===== src/rtl/mac_rx_pkg.sv =====
// mac_rx_pkg: shared byte codes, state encoding and status bit indices for the receive framer
package mac_rx_pkg;
  localparam logic [7:0] PREAMBLE_BYTE = 8'h55;
  localparam logic [7:0] SFD_BYTE = 8'hD5;
  typedef enum logic [1:0] {RX_IDLE, RX_PRE, RX_DATA, RX_DROP} rx_state_e;
  localparam int STAT_PHYERR = 0;
  localparam int STAT_SHORT = 1;
  localparam int STAT_LONG = 2;
endpackage


===== src/rtl/mac_rx_framer.sv =====
// mac_rx_framer: strips preamble/SFD and delivers payload with sof/eof, length, status and drop pulses
module mac_rx_framer
  import mac_rx_pkg::*;
#(
  parameter int MIN_PREAMBLE = 1,
  parameter int MIN_FRAME = 64,
  parameter int MAX_FRAME = 1518
) (
  input  logic        MAC_rx_clk,
  input  logic        Reset,
  input  logic        MCrs_dv,
  input  logic [7:0]  MRxD,
  input  logic        MRxErr,
  output logic [7:0]  Rx_data,
  output logic        Rx_valid,
  output logic        Rx_sof,
  output logic        Rx_eof,
  output logic [15:0] Rx_len,
  output logic [2:0]  Rx_stat,
  output logic        Rx_drop
);
  rx_state_e state, state_n;
  logic [2:0] pre_cnt, pre_cnt_n;
  logic [15:0] len, len_n, len_o_n;
  logic err, err_n, full, full_n, first, first_n, start;
  logic [7:0] hold, hold_n, data_n;
  logic valid_n, sof_n, eof_n, drop_n;
  logic [2:0] stat_n;
  always_ff @(posedge MAC_rx_clk or posedge Reset)
    if (Reset) begin
      state <= RX_IDLE;
      pre_cnt <= '0;
      len <= '0;
      err <= 1'b0;
      full <= 1'b0;
      first <= 1'b0;
      hold <= '0;
      Rx_data <= '0;
      Rx_valid <= 1'b0;
      Rx_sof <= 1'b0;
      Rx_eof <= 1'b0;
      Rx_len <= '0;
      Rx_stat <= '0;
      Rx_drop <= 1'b0;
    end else begin
      state <= state_n;
      pre_cnt <= pre_cnt_n;
      len <= len_n;
      err <= err_n;
      full <= full_n;
      first <= first_n;
      hold <= hold_n;
      Rx_data <= data_n;
      Rx_valid <= valid_n;
      Rx_sof <= sof_n;
      Rx_eof <= eof_n;
      Rx_len <= len_o_n;
      Rx_stat <= stat_n;
      Rx_drop <= drop_n;
    end
  always_comb begin
    state_n = state;
    pre_cnt_n = pre_cnt;
    len_n = len;
    err_n = err;
    full_n = full;
    first_n = first;
    hold_n = hold;
    data_n = Rx_data;
    valid_n = 1'b0;
    sof_n = 1'b0;
    eof_n = 1'b0;
    len_o_n = '0;
    stat_n = '0;
    drop_n = 1'b0;
    start = 1'b0;
    case (state)
      RX_IDLE:
        if (MCrs_dv) begin
          if (!MRxErr && MRxD == PREAMBLE_BYTE) begin
            state_n = RX_PRE;
            pre_cnt_n = 3'd1;
          end else if (!MRxErr && MRxD == SFD_BYTE && MIN_PREAMBLE == 0) start = 1'b1;
          else begin
            state_n = RX_DROP;
            drop_n = 1'b1;
          end
        end
      RX_PRE:
        if (!MCrs_dv) begin
          state_n = RX_IDLE;
          drop_n = 1'b1;
        end else if (!MRxErr && MRxD == PREAMBLE_BYTE) pre_cnt_n = &pre_cnt ? pre_cnt : pre_cnt + 3'd1;
        else if (!MRxErr && MRxD == SFD_BYTE && int'(pre_cnt) >= MIN_PREAMBLE) start = 1'b1;
        else begin
          state_n = RX_DROP;
          drop_n = 1'b1;
        end
      RX_DATA:
        // one-byte hold delays output by a cycle so the last byte can carry eof
        if (MCrs_dv) begin
          hold_n = MRxD;
          full_n = 1'b1;
          len_n = &len ? len : len + 16'd1;
          err_n = err | MRxErr;
          valid_n = full;
          sof_n = full & first;
          first_n = first & ~full;
          data_n = full ? hold : Rx_data;
        end else begin
          state_n = RX_IDLE;
          full_n = 1'b0;
          valid_n = full;
          sof_n = full & first;
          eof_n = full;
          data_n = full ? hold : Rx_data;
          len_o_n = full ? len : '0;
          stat_n[STAT_PHYERR] = full & err;
          stat_n[STAT_SHORT] = full & (int'(len) < MIN_FRAME);
          stat_n[STAT_LONG] = full & (int'(len) > MAX_FRAME);
          drop_n = ~full;
        end
      default:
        if (!MCrs_dv) state_n = RX_IDLE;
    endcase
    if (start) begin
      state_n = RX_DATA;
      len_n = '0;
      err_n = 1'b0;
      full_n = 1'b0;
      first_n = 1'b1;
    end
  end
endmodule


===== config.mk =====
export PLATFORM = sky130hd
export DESIGN_NAME = mac_rx_framer
export DESIGN_NICKNAME = d
export VERILOG_FILES = /design/src/rtl/mac_rx_pkg.sv /design/src/rtl/mac_rx_framer.sv
export SDC_FILE = /design/constraint.sdc
export NUM_CORES = 1
export LEC_CHECK = 0
export CORE_AREA = 5 5 65 97
export CTS_CLUSTER_DIAMETER = 150
export DETAILED_ROUTE_END_ITERATION = 10
export DIE_AREA = 0 0 70 102
export HOLD_SLACK_MARGIN = 0.15
export PLACE_DENSITY_LB_ADDON = 0.3
export SYNTH_ARGS = -nofsm -noshare
export SYNTH_HDL_FRONTEND = slang
export SYNTH_SLANG_ARGS = --single-unit

===== constraint.sdc =====
create_clock -name MAC_rx_clk -period 2 [get_ports MAC_rx_clk]
set_input_delay 0.3 -clock MAC_rx_clk [delete_from_list [all_inputs] [get_ports MAC_rx_clk]]
set_output_delay 0.3 -clock MAC_rx_clk [all_outputs]
set_load 0.02 [all_outputs]

Word level (Yosys, flattened, before mapping):

Index checks and enable logic that the tools add are counted.

* latch bits: 0
* memories: 0
* bits in registers: 63
* output and inout port bits: 31
* word-level logic and storage cells: 103
* memory bits (writable): 0
* bits in read-only memories: 0
* bits of input ports: 12

* $lt $le $gt $ge: 3
* reductions and logical operators: 16
* div/mod/pow operators: 0
* $add $sub $neg: 2
* equal/unequal tests: 14
* shift-type cells: 0
* $mul: 0
* bitwise logic cells: 7
* multiplexer cells: 47

Operators with widths (count)
* $mux W16: 7
* $mux W1: 23
* $mux W3: 7
* $add A16 B1 Y16 const B: 1
* $gt A16 B11 Y1 const B: 1
* $lt A16 B7 Y1 const B: 1
* $reduce_and A16 Y1: 1
* $mux W2: 7
* $ne A2 B2 Y1 const B: 6
* $eq A8 B7 Y1 const B: 1
* $eq A8 B8 Y1 const B: 1
* $ne A4 B4 Y1 const B: 2
* $pmux W3 S2: 1
* $reduce_and A2 Y1: 3
* $reduce_and A3 Y1: 2
* $reduce_and A6 Y1: 1
* $reduce_bool A2 Y1: 3
* $and A1 B1 Y1: 5
* $ne A4 B1 Y1 const B: 1
* $pmux W2 S2: 1
* $reduce_and A4 Y1: 1
* $add A3 B1 Y3 const B: 1
* $ge A3 B1 Y1 const B: 1
* $logic_and A1 B1 Y1: 3
* other kinds (8): 8

Longest topological paths before layout:

* word-level depth: 9
* gate-level depth with buffers: 7
* gate-level depth less buffers: 6

Worst setup path before layout:

No wires, ideal clock.

* path type: register to register
* from: register state[0]
* to: register len[10]
* buffers on the path: 2
* cell stages (with the launch flop): 7
* period minus slack after synthesis: 1.831 ns
* setup time: 0.078 ns
* setup slack: 0.169 ns
* arrival: 1.753 ns
* data required time: 1.922 ns
* path through: dfrtp_1 buf_6 nand3b_4 or3_1 buf_2 or4_1 a21oi_1

* cells in the longest elaborated chain, start to end: 4
* elaborated cells between the ends (all ways): 8
* classes of those cells: 3 x eq/ne; 2 x mux; 3 x reduce/logical

RTL lines
* from (decl): RTL line mac_rx_framer.sv:22 `rx_state_e state, state_n;`
* from (signal assigned): RTL line mac_rx_framer.sv:46 `state <= state_n;`
* $eq A2 B1 Y1: RTL line mac_rx_framer.sv:77 `case (state)`
* $mux W1: RTL line mac_rx_framer.sv:77
* $ne A2 B2 Y1 (no source line) / $reduce_bool A2 Y1 (equally long branches)
* $reduce_and A3 Y1 (no source line)
* to (signal assigned): RTL line mac_rx_framer.sv:48 `len <= len_n;`
* to (decl): RTL line mac_rx_framer.sv:24 `logic [15:0] len, len_n, len_o_n;`

Parallel ways exist; a longest one is shown, timed or not.
A chain may end at the register's enable or synchronous reset.

Worst setup path after layout:

* from: register len[1]
* to: register len[10]

* cells in the longest elaborated chain, start to end: 5
* elaborated cells between the ends (all ways): 8
* classes of those cells: 1 x add/sub; 1 x eq/ne; 4 x mux; 2 x reduce/logical

RTL lines
* $add A16 B1 Y16: RTL line mac_rx_framer.sv:104 `len_n = &len ? len : len + 16'd1;`
* $mux W16: RTL line mac_rx_framer.sv:104
* $mux W16: RTL line mac_rx_framer.sv:101 `if (MCrs_dv) begin`
* $mux W16: RTL line mac_rx_framer.sv:77
* $mux W16: RTL line mac_rx_framer.sv:126 `if (start) begin`

Parallel ways exist; a longest one is shown, timed or not. The select of a mux whose other input is x is not followed.

==> results.ini <==
[status]
status=complete, no violations

[yosys]
synth_top_area_share_pct=57.4
postSynthCellCount=269
syn-num-nets=285
synth_largest_area_cell=dfrtp_1
avgSynthCellArea_um2=10.2
synth_warnings=0
synth_cell_type_count=41
yosys-top-cells-area=dfrtp_1 57%, nand2_1 7.4%, and2_1 3.6%, a21oi_1 2.7%, mux2i_1 2.2%
syn_area_mm2=0.00275
async_flop_share_pct=100
seq_area_frac_synth_pct=57.4
synth_seq_cells=63
synth-edff-count=0
synth-main-ff-cell=dfrtp_1

[worst_setup_path]
required_ns=2.27
endpoint_kind=register
cp_slowest_cell=or4_1
critPathKind=reg2reg
cp_slowest_stage_delay_ns=0.49
crit_arrival_ns=2.11
worstSetupStartpointType=register
cp_max_fo=8
worstPathCellList=ha_1, nand3_1, or3_4, or4_1, a21oi_1

[timing]
tightest_slew_ns=0.426
tns_ns=0
period_minus_slack_ns=1.84
setup_viol=0
skew_ns=0.00612
rsz0062_at_grt=false
slew_headroom_pct=71.6
report.final.hold_viol_count=0
final_max_slew_viol_count=0
max_freq_mhz=543
fin_ws_ns=0.160
post-route-period-util_pct=92.0
hold-worst-slack_ns=0.276

[routing]
firstDrtPassIters=5
drcViolationCount=0
avgViaCountPerCell=5.50
ant_nets=0
drt_iter0_drc=140
wl_um=6390
via_count=2262
wl_per_cell_um=15.5

[power]
vdd_drop_max_uv=564
finalPower_mw=3.12
power_density_mw_per_mm2=859
leakage_nw=1.70

[die]
die_h_um=102
row_count=33
dieArea_mm2=0.00714
design.core.area_mm2=0.00537
start_util_pct=51.1
die_w_um=70
ios=43

[placement]
dp_cells=395
dp_hpwl_um=4700
postPlaceCellArea_mm2=0.00342
numPortBuffers=42
gp_congestion=0.863
pre_cts_slack_ns=-0.208

[cells_and_area]
drive_above_1_share_pct=14.7
final_cells=411
layout_common_cells=63 x dfrtp_1, 54 x nand2_1, 42 x clkdlybuf4s50_1
fin_nets=353
area_growth_pct=32.2
finalInstanceArea_mm2=0.00363
antennaDiodeCount=0
layout_commonest_cell=dfrtp_1
finish.utilization_pct=67.6

[clock_network]
clk_pin_slew_ns=0.07
clkSinkCount=63
cts_root_buf=clkbuf_8
cts_tree=done
h-tree-depth=3
cts_buffers=9
ctsLongestPathBuffers=2
hold_buffers=0
clock_latency_ns=0.34

[global_route]
grt_pass1_wl_um=10800
grt_pass1_vias=2306
grt_overflow_total=0
grt_max_degree=28
antenna_found_initial=0
groute.usage.overall_pct=19.5

[hold_path]
hold_class=in2async

[job]
maxCapViolCount=0

==> state kept, by name, summed over array words and instances (netlist names) <==
signal,count
full,1
err,1
pre_cnt,3
Rx_data,8
Rx_valid,1
state,2
Rx_eof,1
len,16
Rx_len,16
Rx_stat,3
hold,8
Rx_sof,1
Rx_drop,1
first,1
==> synthesized netlist by cell type (2+ instances only) <==
| cell type | count |
|---|---|
| inv_1 | 6 |
| nor4bb_1 | 3 |
| nand3b_1 | 2 |
| and3_1 | 2 |
| nor4_1 | 5 |
| nand4_1 | 7 |
| a21oi_1 | 15 |
| buf_2 | 2 |
| nand2_1 | 54 |
| o21ai_0 | 9 |
| and2_1 | 16 |
| o31ai_1 | 5 |
| mux2i_1 | 6 |
| clkbuf_1 | 8 |
| or4_1 | 6 |
| nor2_1 | 11 |
| nor3_1 | 6 |
| or3_1 | 6 |
| ha_1 | 4 |
| or2_2 | 2 |
| and3b_1 | 2 |
| nand3_1 | 10 |
| mux2_2 | 2 |
| dfrtp_1 | 63 |
==> worst paths after layout <==
kind | startpoint | to | slack (ns) | cells past startpoint
min reg2reg | hold[4] | Rx_data[4] | 0.47 | 2
max | len[1] | len[10] | 0.16 | 5
max in group asynchronous | Reset | Rx_len[15] | 1.24 | 3
min | Reset | Rx_data[4] | 0.28 | 2
max reg2reg | len[1] | len[10] | 0.16 | 5
min in group MAC_rx_clk | hold[4] | Rx_data[4] | 0.47 | 2
==> timing repair <==
item	CTS	global route
gates resized for setup	0	1
setup buffers	0	1
endpoints found under the hold margin	0	0
endpoints found under the setup margin	0	4
==> cell families (layout without fill, tap and decap cells) <==
| family | after synthesis | in the layout | share of synthesized area (%) |
|---|---|---|---|
| adders and majority gates | 4 | 4 | 1.82 |
| AOI/OAI and AO/OA | 38 | 38 | 8.57 |
| muxes | 8 | 8 | 3.01 |
| DFF | 63 | 63 | 57.4 |
| buffers and inverters | 19 | 91 | 2.96 |
| and+or+nand+nor | 137 | 137 | 26.2 |
==> cell type report <==
cell class                      count  area, um^2
Clock buffer                       12         155
Clock inverter                      3        42.5
Fill cell                         410        1740
Inverter                            7        26.3
Multi-Input combinational cell    187        1090
Sequential cell                    63        1580
Tap cell                           70        87.6
Timing Repair Buffer               69         648
==> critical path: cells and delay by family, from the launching register on <==
kind | cells | cell delay (ns)
AO/OA/AOI/OAI | 1 | 0.15
adder cells (fa/ha/maj) | 1 | 0.20
flip-flops | 1 | 0.37
AND/OR/NAND/NOR | 3 | 1.05
==> where the power goes <==
| group | internal (mW) | switching [mW] |
|---|---|---|
| Sequential | 1.41 | 0.0938 |
| Combinational | 0.250 | 0.268 |
| Clock | 0.634 | 0.464 |
==> routing by layer <==
| layer | vias up | GRT usage [%] | share of wire, % |
|---|---|---|---|
| met3 | 15 | 6.20 | 4.0 |
| met4 | 0 | 9.29 | 3.4 |
| met5 | - | 0 | 0 |
| met2 | 52 | 34.3 | 54 |
| met1 | 1120 | 21.5 | 38 |
| li1 | 1075 | - | - |
Note: power is estimated with default switching activity, not from simulation.
